<file path="config.mk">
export PLATFORM = sky130hd
export DESIGN_NAME = i2c_read_burst
export DESIGN_NICKNAME = d
export VERILOG_FILES = /design/src/rtl/i2c_read_burst.sv
export SDC_FILE = /design/constraint.sdc
export NUM_CORES = 1
export LEC_CHECK = 0
export CORE_MARGIN = 4
export CORE_UTILIZATION = 40
export CTS_CLUSTER_SIZE = 25
export DETAILED_ROUTE_END_ITERATION = 16
export PLACE_DENSITY = 0.68
export SLEW_MARGIN = 25
export SYNTH_ARGS = -nofsm -noshare
export SYNTH_HDL_FRONTEND = slang
export SYNTH_SLANG_ARGS = --single-unit
</file>
<file path="constraint.sdc">
create_clock -name i_pt_ck -period 2.09 [get_ports i_pt_ck]
set_input_delay 0.209 -clock i_pt_ck [delete_from_list [all_inputs] [get_ports i_pt_ck]]
set_output_delay 0.209 -clock i_pt_ck [all_outputs]
set_load 0.02 [all_outputs]
</file>
<file path="src/rtl/i2c_read_burst.sv">
// rtl/i2c_read_burst.sv - I2C master: write register pointer, repeated START, burst read.
// Optional macro I2C_CLK_STRETCH_EN: hold SCL quarter Q2 while the slave stretches SCLI low.
module i2c_read_burst #(
  parameter int MAX_BYTES = 4,
  parameter int DIV       = 4
) (
  input  logic                   i_pt_ck,
  input  logic                   i_reset,
  input  logic                   i_go,
  input  logic [6:0]             i_slave_addr,
  input  logic [7:0]             i_reg_addr,
  input  logic [4:0]             i_nbytes,
  input  logic                   i_sdai,
  input  logic                   i_scli,
  output logic                   o_sdao,
  output logic                   o_sclo,
  output logic                   o_busy,
  output logic                   o_end_ok,
  output logic                   o_ack_err,
  output logic [8*MAX_BYTES-1:0] o_data
);

  typedef enum logic [3:0] {
    S_IDLE, S_START, S_WBYTE, S_WACK, S_RSTART, S_RBYTE, S_MACK, S_STOP, S_DONE
  } state_t;

  state_t     r_state;
  logic [7:0] r_div_cnt;
  logic [1:0] r_q;
  logic [2:0] r_bit;
  logic [3:0] r_byte;
  logic [3:0] r_nm1;
  logic [1:0] r_phase;
  logic [7:0] r_shift;
  logic [6:0] r_addr;
  logic [7:0] r_reg;
  logic       r_nack;

  logic       w_bit_state;
  logic       w_timed;
  logic       w_stall;
  logic       w_qend;
  logic [3:0] w_nm1;

  assign w_bit_state = (r_state == S_WBYTE) || (r_state == S_WACK) ||
                       (r_state == S_RBYTE) || (r_state == S_MACK);
  assign w_timed     = (r_state != S_IDLE) && (r_state != S_DONE);

`ifdef I2C_CLK_STRETCH_EN
  assign w_stall = w_bit_state && (r_q == 2'd2) && !i_scli;
`else
  assign w_stall = 1'b0 & i_scli & w_bit_state;
`endif

  assign w_qend = w_timed && (r_div_cnt == 8'(DIV - 1)) && !w_stall;

  // Index of the last byte to read, after the 0 -> 1 and MAX_BYTES clamps.
  always_comb begin
    if (i_nbytes == 5'd0)                  w_nm1 = 4'd0;
    else if (i_nbytes > 5'(MAX_BYTES))     w_nm1 = 4'(MAX_BYTES - 1);
    else                                   w_nm1 = 4'(i_nbytes - 5'd1);
  end

  always_ff @(posedge i_pt_ck) begin
    if (i_reset) begin
      r_state   <= S_IDLE;
      r_div_cnt <= '0;
      r_q       <= '0;
      r_bit     <= '0;
      r_byte    <= '0;
      r_nm1     <= '0;
      r_phase   <= '0;
      r_shift   <= '0;
      r_addr    <= '0;
      r_reg     <= '0;
      r_nack    <= 1'b0;
      o_sdao    <= 1'b1;
      o_sclo    <= 1'b1;
      o_busy    <= 1'b0;
      o_end_ok  <= 1'b0;
      o_ack_err <= 1'b0;
      o_data    <= '0;
    end else begin
      o_end_ok <= 1'b0;
      if (w_qend) begin
        r_div_cnt <= '0;
        r_q       <= r_q + 2'd1;
      end else if (w_timed && !w_stall) begin
        r_div_cnt <= r_div_cnt + 8'd1;
      end

      case (r_state)
        S_IDLE: begin
          if (i_go) begin
            r_addr    <= i_slave_addr;
            r_reg     <= i_reg_addr;
            r_nm1     <= w_nm1;
            r_shift   <= {i_slave_addr, 1'b0};
            r_phase   <= 2'd0;
            r_bit     <= '0;
            r_byte    <= '0;
            o_busy    <= 1'b1;
            o_ack_err <= 1'b0;
            o_data    <= '0;
            r_state   <= S_START;
          end
        end
        S_START, S_RSTART: begin
          if (w_qend) begin
            if (r_q == 2'd1) o_sdao <= 1'b0;
            if (r_q == 2'd3) begin
              o_sclo  <= 1'b0;
              o_sdao  <= r_shift[7];
              r_bit   <= '0;
              r_state <= S_WBYTE;
            end
          end
        end
        S_WBYTE: begin
          if (w_qend) begin
            if (r_q == 2'd1) o_sclo <= 1'b1;
            if (r_q == 2'd3) begin
              o_sclo <= 1'b0;
              if (r_bit == 3'd7) begin
                o_sdao  <= 1'b1;
                r_state <= S_WACK;
              end else begin
                r_bit   <= r_bit + 3'd1;
                o_sdao  <= r_shift[6];
                r_shift <= {r_shift[6:0], 1'b0};
              end
            end
          end
        end
        S_WACK: begin
          if (w_qend) begin
            if (r_q == 2'd1) o_sclo <= 1'b1;
            if (r_q == 2'd2) r_nack <= i_sdai;
            if (r_q == 2'd3) begin
              o_sclo <= 1'b0;
              r_bit  <= '0;
              if (r_nack) begin
                o_ack_err <= 1'b1;
                o_sdao    <= 1'b0;
                r_state   <= S_STOP;
              end else if (r_phase == 2'd0) begin
                r_phase <= 2'd1;
                r_shift <= r_reg;
                o_sdao  <= r_reg[7];
                r_state <= S_WBYTE;
              end else if (r_phase == 2'd1) begin
                // Repeated START begins with both lines released.
                r_phase <= 2'd2;
                r_shift <= {r_addr, 1'b1};
                o_sclo  <= 1'b1;
                o_sdao  <= 1'b1;
                r_state <= S_RSTART;
              end else begin
                r_byte  <= '0;
                o_sdao  <= 1'b1;
                r_state <= S_RBYTE;
              end
            end
          end
        end
        S_RBYTE: begin
          if (w_qend) begin
            if (r_q == 2'd1) o_sclo <= 1'b1;
            if (r_q == 2'd2) begin
              r_shift <= {r_shift[6:0], i_sdai};
              if (r_bit == 3'd7) begin
                for (int i = 0; i < MAX_BYTES; i++) begin
                  if (r_byte == 4'(i)) o_data[8*i +: 8] <= {r_shift[6:0], i_sdai};
                end
              end
            end
            if (r_q == 2'd3) begin
              o_sclo <= 1'b0;
              if (r_bit == 3'd7) begin
                o_sdao  <= (r_byte == r_nm1);
                r_state <= S_MACK;
              end else begin
                r_bit <= r_bit + 3'd1;
              end
            end
          end
        end
        S_MACK: begin
          if (w_qend) begin
            if (r_q == 2'd1) o_sclo <= 1'b1;
            if (r_q == 2'd3) begin
              o_sclo <= 1'b0;
              if (r_byte == r_nm1) begin
                o_sdao  <= 1'b0;
                r_state <= S_STOP;
              end else begin
                r_byte  <= r_byte + 4'd1;
                r_bit   <= '0;
                o_sdao  <= 1'b1;
                r_state <= S_RBYTE;
              end
            end
          end
        end
        S_STOP: begin
          if (w_qend) begin
            if (r_q == 2'd0) o_sclo <= 1'b1;
            if (r_q == 2'd1) o_sdao <= 1'b1;
            if (r_q == 2'd3) begin
              o_end_ok <= 1'b1;
              r_state  <= S_DONE;
            end
          end
        end
        S_DONE: begin
          o_busy  <= 1'b0;
          r_state <= S_IDLE;
        end
        default: r_state <= S_IDLE;
      endcase
    end
  end

endmodule
</file>
==> impl_metrics.py, run 1 <==
metrics = {
    "sta": {
        "finalSetupViolCount": 5,
        "worst_slew_pin_slew_ns": 0.463,
        "post-route-period-util_pct": 103,
        "rsz0062_at_grt": "true",
        "clock.fmax_ghz": 0.465,
        "fin_skew_ns": 0.00643,
        "hold_ws_ns": 0.349,
        "hold_viol": 0,
        "setup_ws_ns": -0.0596,
        "finalSetupTns_ns": -0.143,
        "maxSlewHeadroom_pct": 68.7,
        "slew_viol_final": 0,
        "finalCriticalPeriod_ns": 2.15,
    },
    "clock_tree": {
        "cts_buffers": 9,
        "holdBufCountCts": 0,
        "cts_buffer_depth": 2,
        "clk_latency_ns": 0.35,
        "cts_tree": "built",
        "root_buffer": "clkbuf_16",
        "htreeDepth": 3,
        "clk_pin_slew_ns": 0.06,
        "cts_sinks": 88,
    },
    "synthesis": {
        "synthCells": 566,
        "synth_ff_type": "dfxtp_1",
        "synth-seq-area-share_pct": 38.3,
        "synth_cell_types": 70,
        "ys_warn_count": 0,
        "syn_avg_cell_area_um2": 8.12,
        "synth_fp_nets": 604,
        "ys_async_sr_fraction_pct": 0,
        "yosys_register_bits": 88,
        "synth_edf_count": 0,
        "synth_area_um2": 4600,
    },
    "critical_path": {
        "criticalPathCategory": "register to register",
        "crit_required_ns": 2.32,
        "critPathArrivalTime_ns": 2.37,
        "crit_fanout": 6,
        "path_cells": "ha_4 > or4bb_4 > a311oi_4 > o221ai_4 > buf_6 > a221oi_2 > nor3_1",
        "worst-r2r-setup-slack_ns": -0.06,
        "crit_slowest_cell": "or4bb_4",
        "max_stage_delay_ns": 0.47,
        "worst_r2r_path_depth": 7,
        "crit_path_end_kind": "register",
        "start_kind": "register",
    },
    "placed_design": {
        "portBuffers": 60,
        "place.gp.congestion": 0.880,
        "place_ws_ns": -0.219,
        "dp_hpwl_um": 9250,
    },
    "final_layout": {
        "drive_gt1_share_pct": 17.5,
        "antenna_cells": 0,
        "final_common_cell": "dfxtp_1",
        "final_cell_mix": "dfxtp_1 (85), clkdlybuf4s50_1 (59), nand2_1 (49)",
        "regMostFlops": "o_data",
        "syn_to_final_growth_pct": 33.9,
        "fillCellCount": 1004,
        "final_nets": 685,
        "largest_register_ffs": 32,
    },
    "power_and_ir_drop": {
        "internal_power_mw": 4.15,
        "combPwrFrac_pct": 42.4,
        "power.density_nw_per_um2": 1070,
        "pwr-share-clk_pct": 26.1,
        "p_seq_share_pct": 31.4,
        "switchingPower_mw": 2.46,
        "swShare_pct": 37.2,
        "p_leak_nw": 2.20,
        "peakVddDrop_mv": 0.523,
    },
    "routing": {
        "drt_first_pass_iters": 5,
        "drtIter0Drc": 373,
        "drcViolationCount": 0,
        "wl_um": 13000,
        "route.vias.total": 4543,
        "via_per_inst": 5.74,
        "ant_nets": 0,
        "wire_per_inst_um": 16.4,
    },
    "die": {
        "io_pins": 62,
        "die_x_um": 115,
        "die_h_um": 115,
        "rows": 38,
        "initial_core_util_pct": 41.7,
        "dieArea_um2": 13300,
        "fp.coreArea_um2": 11000,
    },
    "status": {
        "violations": "negative setup slack",
        "status": "complete, but fails checks",
    },
    "worst_hold_path": {
        "hold_path_depth": 2,
        "hp-class": "input port to register",
    },
    "run": {
        "cap_violations": 0,
    },
    "grt": {
        "grt_use_total_pct": 19.4,
        "grt_pass1_wl_um": 20800,
        "grt_pass1_vias": 4306,
        "grt_start_max_net_pins": 46,
        "grt_overflow": 0,
        "antenna_found_initial": 0,
    },
}
-- metrics by stage --
step | cell area [um2] | utilization (%) | std cells | total power, mW
final | 6160 | 55.8 | 791 | 6.61
after global routing | 6160 | 55.8 | 791 | 6.97
after CTS | 5970 | 54.1 | 788 | 6.37
after detailed placement | 5590 | 50.7 | 773 | 4.49
after global placement | 5590 | 50.7 | 773 | 4.43
after floorplan | 4600 | - | 566 | 3.66
-- metal layers --
metal	part of all wire [%]	vias to the layer above	wire length (um)	global-route usage [%]
met5	0	-	0	0
met4	2.9	0	382	9.15
met3	5.6	33	723	3.42
met2	48	159	6210	32.2
met1	44	2153	5660	24.5
li1	-	2198	-	-
-- power groups by stage --
stage,clock (mW),combinational (mW),sequential [mW]
after floorplan,0,1.64,2.02
after global placement,0,2.33,2.10
after detailed placement,0,2.38,2.10
after CTS,1.75,2.55,2.07
after global routing,1.82,3.04,2.10
final,1.73,2.81,2.08
-- cells in the mapped netlist, types with 4 or more instances --
library cell  count  share of area, %
nor2_1           40               3.3
or3_1             4              0.54
o22ai_1           6              0.82
or2_2             4              0.54
ha_1             13               3.5
nand2_1          49               4.0
xor2_1            6               1.1
o21ai_0          31               3.4
clkbuf_1         23               1.9
xnor2_1           6               1.1
a2111oi_0         6               1.1
and3_1            4              0.54
nor3_1           18               2.0
nand4_1          19               2.6
buf_2            17               1.9
a211oi_1          4              0.65
nand2b_1         29               3.9
o211ai_1          4              0.65
dfxtp_1          88                38
a21oi_1          44               4.8
inv_1            16               1.3
nand3_1          43               4.7
a31oi_1           8               1.1
mux2i_1          12               2.6
nor2b_1           9               1.2
-- logic make-up (layout without fill, tap and decap cells) --
group	count (synthesis)	count (layout)	share of synthesized area, %
adders and majority gates	15	15	3.97
DFF	88	88	38.3
muxes	14	14	3.10
buffers and inverters	59	144	5.52
xor gates and xnor gates	12	12	2.29
and+or+nand+nor	241	241	27.6
AOI/OAI and AO/OA	137	137	19.2
-- worst paths after layout --
| check | start | endpoint |
|---|---|---|
| min reg2reg | r_addr[6] | r_addr[6] |
| max reg2reg | r_q[0] | r_shift[0] |
| max | r_q[0] | r_shift[0] |
| min | i_reset | o_busy |
-- timing repair --
| item | in CTS | in global routing |
|---|---|---|
| pin swaps | 5 | 14 |
| gates resized for setup | 15 | 31 |
| setup endpoints to repair | 8 | 28 |
| buffers inserted | 0 | 4 |
-- worst max-delay path: cells and delay by family (launching register included) --
kind | cells | cell delay (ns)
AO/OA/AOI/OAI | 3 | 0.80
adder cells (fa/ha/maj) | 1 | 0.13
AND/OR/NAND/NOR | 2 | 0.55
buffers and inverters | 1 | 0.19
flip-flops | 1 | 0.35
-- final cells by class --
type	count	area, um2	area share (%)
Sequential cell	88	1770	28.7
Tap cell	140	175	2.85
Clock inverter	6	92.6	1.50
Inverter	16	60.1	0.976
Timing Repair Buffer	113	1040	16.9
Clock buffer	9	225	3.66
Multi-Input combinational cell	419	2800	45.4
No activity file was read; power rests on OpenSTA's default activity.
==> inputs of run 2 (changes only) <==
- CORE_UTILIZATION: 40 -> 50
- PLACE_DENSITY: 0.68 -> 0.81
==> impl_metrics.py, run 2 (synthesis results as in run 1) <==
metrics = {
    "clock_tree": {
        "root_buffer": "clkbuf_8",
        "cts_sinks": 88,
        "htreeDepth": 3,
        "cts_buffers": 9,
        "clk_pin_slew_ns": 0.11,
        "cts_buffer_depth": 2,
        "clk_latency_ns": 0.37,
        "holdBufCountCts": 0,
        "cts_tree": "built",
    },
    "final_layout": {
        "largest_register_ffs": 32,
        "final_cell_mix": "dfxtp_1 (85), clkdlybuf4s50_1 (59), nand2_1 (49)",
        "drive_gt1_share_pct": 16.9,
        "final_cells": 763,
        "antenna_cells": 0,
        "fin_util_pct": 68.1,
        "final_nets": 688,
        "regMostFlops": "o_data",
        "final_common_cell": "dfxtp_1",
        "syn_to_final_growth_pct": 31.0,
    },
    "critical_path": {
        "crit_path_end_kind": "register",
        "crit_required_ns": 2.35,
        "critPathArrivalTime_ns": 2.36,
        "regToRegEndpoint": "r_shift[2]",
        "criticalPathCategory": "register to register",
        "max_stage_delay_ns": 0.57,
        "crit_fanout": 5,
        "worst-r2r-setup-slack_ns": -0.009,
        "worst_r2r_path_depth": 6,
        "start_kind": "register",
        "crit_slowest_cell": "or4bb_4",
        "path_cells": "or4bb_4 > a311oi_4 > o221ai_4 > buf_12 > a2111oi_2 > nor3_1",
        "r2r_start": "r_state[1]",
    },
    "routing": {
        "drcViolationCount": 0,
        "via_per_inst": 6.03,
        "ant_nets": 0,
        "drtIter0Drc": 306,
        "drt_first_pass_iters": 5,
        "route.vias.total": 4602,
        "wl_um": 13000,
        "wire_per_inst_um": 17.1,
    },
    "sta": {
        "hold_ws_ns": 0.316,
        "worst_slew_pin_slew_ns": 0.660,
        "slew_viol_final": 0,
        "hold_viol": 0,
        "finalSetupTns_ns": -0.00879,
        "maxSlewHeadroom_pct": 55.6,
        "finalCriticalPeriod_ns": 2.10,
        "finalSetupViolCount": 2,
        "post-route-period-util_pct": 100,
        "rsz0062_at_grt": "true",
        "clock.fmax_ghz": 0.477,
        "setup_ws_ns": -0.00853,
        "fin_skew_ns": 0.0104,
    },
    "status": {
        "violations": "negative setup slack",
        "status": "complete, but fails checks",
    },
    "placed_design": {
        "portBuffers": 60,
        "place.gp.congestion": 0.881,
        "dp.cells": 744,
        "dp_hpwl_um": 9430,
    },
    "grt": {
        "antenna_found_initial": 0,
        "grt_pass1_wl_um": 21300,
        "grt_pass1_vias": 4359,
        "grt_use_total_pct": 23.7,
        "grt_overflow": 0,
        "grt_start_max_net_pins": 31,
    },
    "power_and_ir_drop": {
        "p_leak_nw": 2.18,
        "power.total_mw": 6.22,
        "power.density_nw_per_um2": 1030,
        "peakVddDrop_mv": 0.588,
    },
    "worst_hold_path": {
        "hp-class": "input port to register",
        "hold_path_depth": 2,
        "hold_path.startpoint": "i_reset",
        "min_to": "o_data[3]",
    },
    "die": {
        "initial_core_util_pct": 52.0,
        "die_h_um": 104,
        "dieArea_um2": 10800,
        "die_x_um": 104,
        "io_pins": 62,
        "rows": 34,
        "fp.coreArea_um2": 8850,
    },
    "run": {
        "cap_violations": 0,
    },
}
==> run 2: changes by cell type in the layout (fill, tap and decap cells not counted), moves of 3 or more <==
cell	previous run	this run
o21ai_0	30	27
clkbuf_8	0	9
buf_12	3	6
o21ai_1	4	7
clkbuf_16	9	0
clkinv_8	0	3
==> run 2: worst max-delay path by stage <==
stage	start	endpoint	slack, ns
floorplan	r_q[0]	r_shift[1]	-0.03
global placement	i_go	o_data[0]	-0.16
detailed placement	r_q[0]	r_shift[3]	-0.20
CTS	r_q[0]	r_shift[2]	-0.02
global route	r_q[0]	r_shift[1]	-0.08
finish	r_state[1]	r_shift[2]	-0.009
==> run 2: critical path, delay by kind of cell (launching register included) <==
| family | cells | cell delay, ns |
|---|---|---|
| buffers and inverters | 1 | 0.18 |
| DFF | 1 | 0.40 |
| and+or+nand+nor | 2 | 0.65 |
| AOI/OAI and AO/OA | 3 | 0.75 |
==> run 2: routing by layer <==
layer	global-route usage [%]	part of all wire [%]
met1	31.1	42
met2	39.4	48
met3	3.91	6.9
met4	8.17	2.4
met5	0	0
==> run 2: timing repair <==
| item | CTS | global route |
|---|---|---|
| pin swaps | 8 | 5 |
| setup buffers | 3 | 0 |
| gates resized for setup | 17 | 26 |
| endpoints found under the setup margin | 8 | 44 |
==> run 2: layout make-up <==
type                            instances  area [um2]
Clock buffer                            9         124
Clock inverter                          7        86.3
Fill cell                             714        2820
Inverter                               16        60.1
Multi-Input combinational cell        419        2750
Sequential cell                        88        1770
Tap cell                              108         135
Timing Repair Buffer                  116        1110
==> run 2: per-stage QoR <==
stage / area, um2 / worst slack [ns]
6_report: 6030 / -0.00853
3_5_place_dp: 5600 / -0.202
2_1_floorplan: 4600 / -0.0301
4_1_cts: 5910 / -0.0175
3_3_place_gp: 5600 / -0.156
5_1_grt: 6030 / -0.0811
==> run 2: power by group <==
| group | switching [mW] | internal [mW] | total, mW |
|---|---|---|---|
| Sequential | 0.236 | 1.87 | 2.10 |
| Clock | 0.727 | 0.481 | 1.21 |
| Combinational | 1.59 | 1.32 | 2.90 |
==> inputs of run 3 (changes only) <==
- CAP_MARGIN: not set -> 15
- PLACE_DENSITY: 0.81 -> 0.77
==> impl_metrics.py, run 3 (synthesis results as in run 1) <==
metrics = {
    "die": {
        "die_h_um": 104,
        "initial_core_util_pct": 52.0,
        "fp.coreArea_um2": 8850,
        "dieArea_um2": 10800,
        "die_x_um": 104,
        "io_pins": 62,
        "rows": 34,
    },
    "grt": {
        "grt_overflow": 0,
        "grt_pass1_vias": 4324,
        "grt_pass1_wl_um": 20800,
        "grt_start_max_net_pins": 44,
        "antenna_found_initial": 0,
        "grt_use_total_pct": 23.0,
    },
    "critical_path": {
        "crit_required_ns": 2.34,
        "start_kind": "register",
        "crit_fanout": 6,
        "criticalPathCategory": "register to register",
        "crit_path_end_kind": "register",
        "critPathArrivalTime_ns": 2.41,
    },
    "power_and_ir_drop": {
        "peakVddDrop_mv": 0.699,
        "power.density_nw_per_um2": 1020,
        "p_leak_nw": 2.21,
    },
    "sta": {
        "fin_skew_ns": 0.0157,
        "maxSlewHeadroom_pct": 66.7,
        "worst_slew_pin_slew_ns": 0.500,
        "hold_viol": 0,
        "hold_ws_ns": 0.201,
        "finalSetupViolCount": 6,
        "post-route-period-util_pct": 103,
        "clock.fmax_ghz": 0.463,
        "finalCriticalPeriod_ns": 2.16,
        "setup_ws_ns": -0.0693,
        "rsz0062_at_grt": "true",
        "slew_viol_final": 0,
    },
    "final_layout": {
        "regMostFlops": "o_data",
        "final_nets": 700,
        "largest_register_ffs": 32,
        "drive_gt1_share_pct": 18.7,
        "final_cell_mix": "dfxtp_1 (82), buf_4 (63), clkdlybuf4s50_1 (59)",
        "syn_to_final_growth_pct": 31.3,
        "antenna_cells": 0,
        "final_common_cell": "dfxtp_1",
    },
    "status": {
        "violations": "negative setup slack",
        "status": "complete, but fails checks",
    },
    "routing": {
        "drtIter0Drc": 259,
        "ant_nets": 0,
        "route.vias.total": 4586,
        "wl_um": 12700,
        "drcViolationCount": 0,
        "wire_per_inst_um": 16.4,
        "drt_first_pass_iters": 5,
        "via_per_inst": 5.92,
    },
    "clock_tree": {
        "cts_sinks": 88,
        "cts_buffer_depth": 2,
        "holdBufCountCts": 0,
        "cts_tree": "built",
        "clk_latency_ns": 0.38,
        "cts_buffers": 9,
        "htreeDepth": 3,
        "clk_pin_slew_ns": 0.11,
        "root_buffer": "clkbuf_8",
    },
    "placed_design": {
        "portBuffers": 60,
        "place_ws_ns": -0.262,
        "dp_hpwl_um": 9220,
        "place.gp.congestion": 0.879,
    },
    "run": {
        "cap_violations": 0,
    },
    "worst_hold_path": {
        "hp-class": "input port to register",
    },
}
[run 3: cell count changes in the layout (fill, tap and decap cells not counted), sizes merged]
cell / change
inv: +3
clkinv: -4
clkinvlp: +1
buf: +12
[run 3: repair_timing]
item | CTS | global route
cloned | 0 | 0
setup endpoints to repair | 12 | 19
gates resized for setup | 24 | 13
pin swaps | 11 | 4
buffers inserted | 1 | 5
[run 3: worst paths after layout]
| kind | from | end | slack (ns) | cells past startpoint |
|---|---|---|---|---|
| worst min register to register | r_addr[5] | r_addr[5] | 0.46 | 2 |
| worst max register to register | r_q[1] | r_shift[3] | -0.07 | 7 |
| worst max-delay path | r_q[1] | r_shift[3] | -0.07 | 7 |
| worst min-delay path | i_reset | o_data[2] | 0.20 | 2 |
[run 3: stage by stage]
stage	area (um2)	std cells	total power, mW	util, %	setup TNS, ns
finish	6040	775	6.17	68.3	-0.324
global route	6040	775	6.51	68.3	-1.12
CTS	5950	770	5.99	67.3	-0.167
detailed placement	5640	753	4.59	63.7	-5.31
global placement	5640	753	4.51	63.7	-4.50
floorplan	4600	566	3.66	-	-0.150
[run 3: critical path, cell delays in order (launching register included)]
cell       delay [ns]
dfxtp_2          0.36
ha_4             0.13
or4bb_4          0.48
a311oi_4         0.36
o221ai_4         0.22
buf_4            0.20
a2111oi_4        0.20
nor3_1           0.09
[run 3: layout make-up]
class / count / area, um2
clock buffer: 9 / 124
clock inverter: 7 / 65.1
fill: 722 / 2810
inverter: 16 / 60.1
multi-input combinational: 419 / 2740
sequential: 88 / 1770
tap: 108 / 135
timing repair buffer: 128 / 1150
[run 3: report_power, final]
group	total, mW	switching, mW	internal (mW)
registers	2.10	0.231	1.87
logic	2.91	1.57	1.34
clock network	1.16	0.695	0.466
[run 3: layer usage]
layer | GRT usage (%) | share of wire, % | vias up
li1 | - | - | 2233
met1 | 29.7 | 45 | 2134
met2 | 38.5 | 47 | 185
met3 | 3.54 | 5.7 | 34
met4 | 9.31 | 2.7 | 0
met5 | 0 | 0 | -
==> patch: new RTL, settings of run 2 <==
Register the output `o_ack_err` once more, cleared by the reset; this adds one clock of latency there. The other outputs are not delayed to match.
--- a/src/rtl/i2c_read_burst.sv
+++ b/src/rtl/i2c_read_burst.sv
@@ -24,6 +24,8 @@
     S_IDLE, S_START, S_WBYTE, S_WACK, S_RSTART, S_RBYTE, S_MACK, S_STOP, S_DONE
   } state_t;
 
+  logic o_ack_err_s0;
+
   state_t     r_state;
   logic [7:0] r_div_cnt;
   logic [1:0] r_q;
@@ -78,7 +80,7 @@
       o_sclo    <= 1'b1;
       o_busy    <= 1'b0;
       o_end_ok  <= 1'b0;
-      o_ack_err <= 1'b0;
+      o_ack_err_s0 <= 1'b0;
       o_data    <= '0;
     end else begin
       o_end_ok <= 1'b0;
@@ -100,7 +102,7 @@
             r_bit     <= '0;
             r_byte    <= '0;
             o_busy    <= 1'b1;
-            o_ack_err <= 1'b0;
+            o_ack_err_s0 <= 1'b0;
             o_data    <= '0;
             r_state   <= S_START;
           end
@@ -140,7 +142,7 @@
               o_sclo <= 1'b0;
               r_bit  <= '0;
               if (r_nack) begin
-                o_ack_err <= 1'b1;
+                o_ack_err_s0 <= 1'b1;
                 o_sdao    <= 1'b0;
                 r_state   <= S_STOP;
               end else if (r_phase == 2'd0) begin
@@ -221,4 +223,12 @@
     end
   end
 
+  always_ff @(posedge i_pt_ck) begin
+    if (i_reset) begin
+      o_ack_err <= '0;
+    end else begin
+      o_ack_err <= o_ack_err_s0;
+    end
+  end
+
 endmodule
Formal check against the unedited RTL: no difference found for any inputs over 10 cycles, from zero or initial values and one cycle with i_reset high; that may be too few to reach the edited logic, so the function may still have changed.
==> patch against run 2 <==
Synthesized area decreased by 1.4%. Wire length fell by 7.0%. Utilization decreased by 2.5 points. Setup slack gained 0.12 ns. Via count fell by 3.3%. Cell area fell by 4.7%. Sequential cell count grew 1. Critical endpoint is now r_bit[2]$_SDFFE_PP0P_. Highest routed layer unchanged.
Power is not compared: it rests on default switching activity, and its combinational part moved more than twofold at a synthesized area within 25%.
==> patch: results (changes against run 2) <==
* Status: complete, no violations
* Portion of netlist area occupied by mux cells at 1.35% (-1.7 points)
* Worst Hold End: o_end_ok$_SDFF_PP0_
* Drt via density at 5.99 (-0.74%)
* Slew HR at 65.4% (+9.8 points)
* Sequential fraction of the synthesis area at 39.3% (+0.98 points)
* Mean Syn Cell Area at 8.29 um2 (+2.0%)
* Skew final at 0.0150 ns (+0.00450 ns)
* Syn Nets at 585 (-3.1%)
* Setup WS pre-CTS at -0.0240 ns (+0.178 ns)
* Top post-synthesis cells by area: dfxtp_1, nand3_1, nand2_1
* Vias in the first global route at 4201 (-3.6%)
* Fillers at 735 (+2.9%)
* Global-route wire length before repair at 20.1 mm (-5.8%)
* DR WL met3 at 783 um (-13%)
* GP Congestion at 0.912 (+3.6%)
* Met2 WL post-DR at 5.83 mm (-7.9%)
* Number of port buffers at 60 (unchanged)
* Reg2reg start: r_bit[0]$_SDFFE_PP0P_
* Area share of xor/xnor cells in the synthesized design at 2.32% (+0.032 points)
* Drt wl/cell at 16.3 um (-4.5%)
* M1 WL at 5.36 mm (-2.6%)
* First drt pass iteration count at 5 (unchanged)
* Synth Area in Compound Gates at 21.0% (+1.8 points)
* R2R depth at 8 (+2)
* Post-DP HPWL at 8.94 mm (-5.2%)
* Nets@finish at 668 (-2.9%)
* Inst Count DP at 723 (-2.8%)
* Critical path arrival at 2.22 ns (-0.14 ns)
* Worst-path clk slew at 0.09 ns (-0.02 ns)
* CP peak stage delay at 0.37 ns (-0.20 ns)
* Placeable Area at 8760 um2 (-0.96%)
* Overall Global Routing Usage at 23.3% (-0.35 points)
* Largest net degree at the start of global routing at 66 (+110%)
* Adder-cell area share of the yosys netlist at 4.25% (+0.28 points)
* Synth unique cells at 61 (-13%)
* Flop2flop setup slack at 0.12 ns (+0.12 ns)
* Max stage delay cell, worst path: dfxtp_1
* Worst hold slack at 0.0744 ns (-0.242 ns)
* RR Endpoint: r_bit[2]$_SDFFE_PP0P_
* Peak fanout along the critical path at 4 (-1)
* Final wirelength at 12.1 mm (-7.0%)
* Layout cells sized above 1 at 14.0% (-2.9 points)
* Initial DRC Count at 313 (+2.3%)
* CTS Root Cell: clkbuf_8
## patch: what timing repair did
| action | in CTS | in global routing |
|---|---|---|
| setup buffers | 0 | 4 |
| gates resized for setup | 0 | 6 |
| endpoints found under the setup margin | 0 | 41 |
## patch: cell families (layout without fill, tap and decap cells)
group / after synthesis / in the layout
muxes: 6 / 6
adders and majority gates: 16 / 16
DFF: 89 / 89
buffers and inverters: 52 / 140
AOI/OAI and AO/OA: 143 / 143
xor gates and xnor gates: 12 / 12
and+or+nand+nor: 229 / 229
## patch: worst max-delay path by stage
| stage | from | to | cells after the start | slack [ns] |
|---|---|---|---|---|
| 4_1_cts | r_state[0]$_SDFFE_PP0P_ | o_data[15]$_SDFFE_PP0P_ | 5 | 0.02 |
| 2_1_floorplan | r_bit[0]$_SDFFE_PP0P_ | r_bit[0]$_SDFFE_PP0P_ | 8 | 0.21 |
| 6_report | r_bit[0]$_SDFFE_PP0P_ | r_bit[2]$_SDFFE_PP0P_ | 8 | 0.12 |
| 5_1_grt | r_div_cnt[0]$_SDFFE_PP0P_ | r_bit[2]$_SDFFE_PP0P_ | 7 | -0.02 |
| 3_5_place_dp | i_go | o_data[12]$_SDFFE_PP0P_ | 7 | -0.02 |
| 3_3_place_gp | i_go | o_data[13]$_SDFFE_PP0P_ | 7 | 0.04 |
## patch: power by group through the flow
stage | clock network, mW | registers [mW] | logic, mW
after floorplan | 0 | 1.88 | 0.582
after global placement | 0 | 1.90 | 0.854
after detailed placement | 0 | 1.91 | 0.874
after CTS | 1.37 | 1.87 | 0.880
after global routing | 1.45 | 1.88 | 0.969
final | 1.36 | 1.87 | 0.898
## patch: layer usage
| layer | GRT usage, % | up-vias |
|---|---|---|
| met2 | 38.5 | 142 |
| met3 | 3.69 | 12 |
| met5 | 0 | - |
| met1 | 31.4 | 2126 |
| li1 | - | 2168 |
| met4 | 7.07 | 0 |
## patch: cell type report
cell class              count  share of cell area (%)
multi-input cells         406                    43.8
flip-flops and latches     89                    31.0
repair buffers            108                    17.8
well taps                 108                    2.35
clock buffers              10                    2.22
clock inverters             6                    1.74
inverters                  16                    1.05
## patch: stage by stage
step / cell area, um2 / setup TNS (ns)
finish: 5750 / 0
global placement: 5470 / 0
global route: 5750 / -0.0168
detailed placement: 5470 / -0.0488
floorplan: 4530 / 0
CTS: 5700 / 0
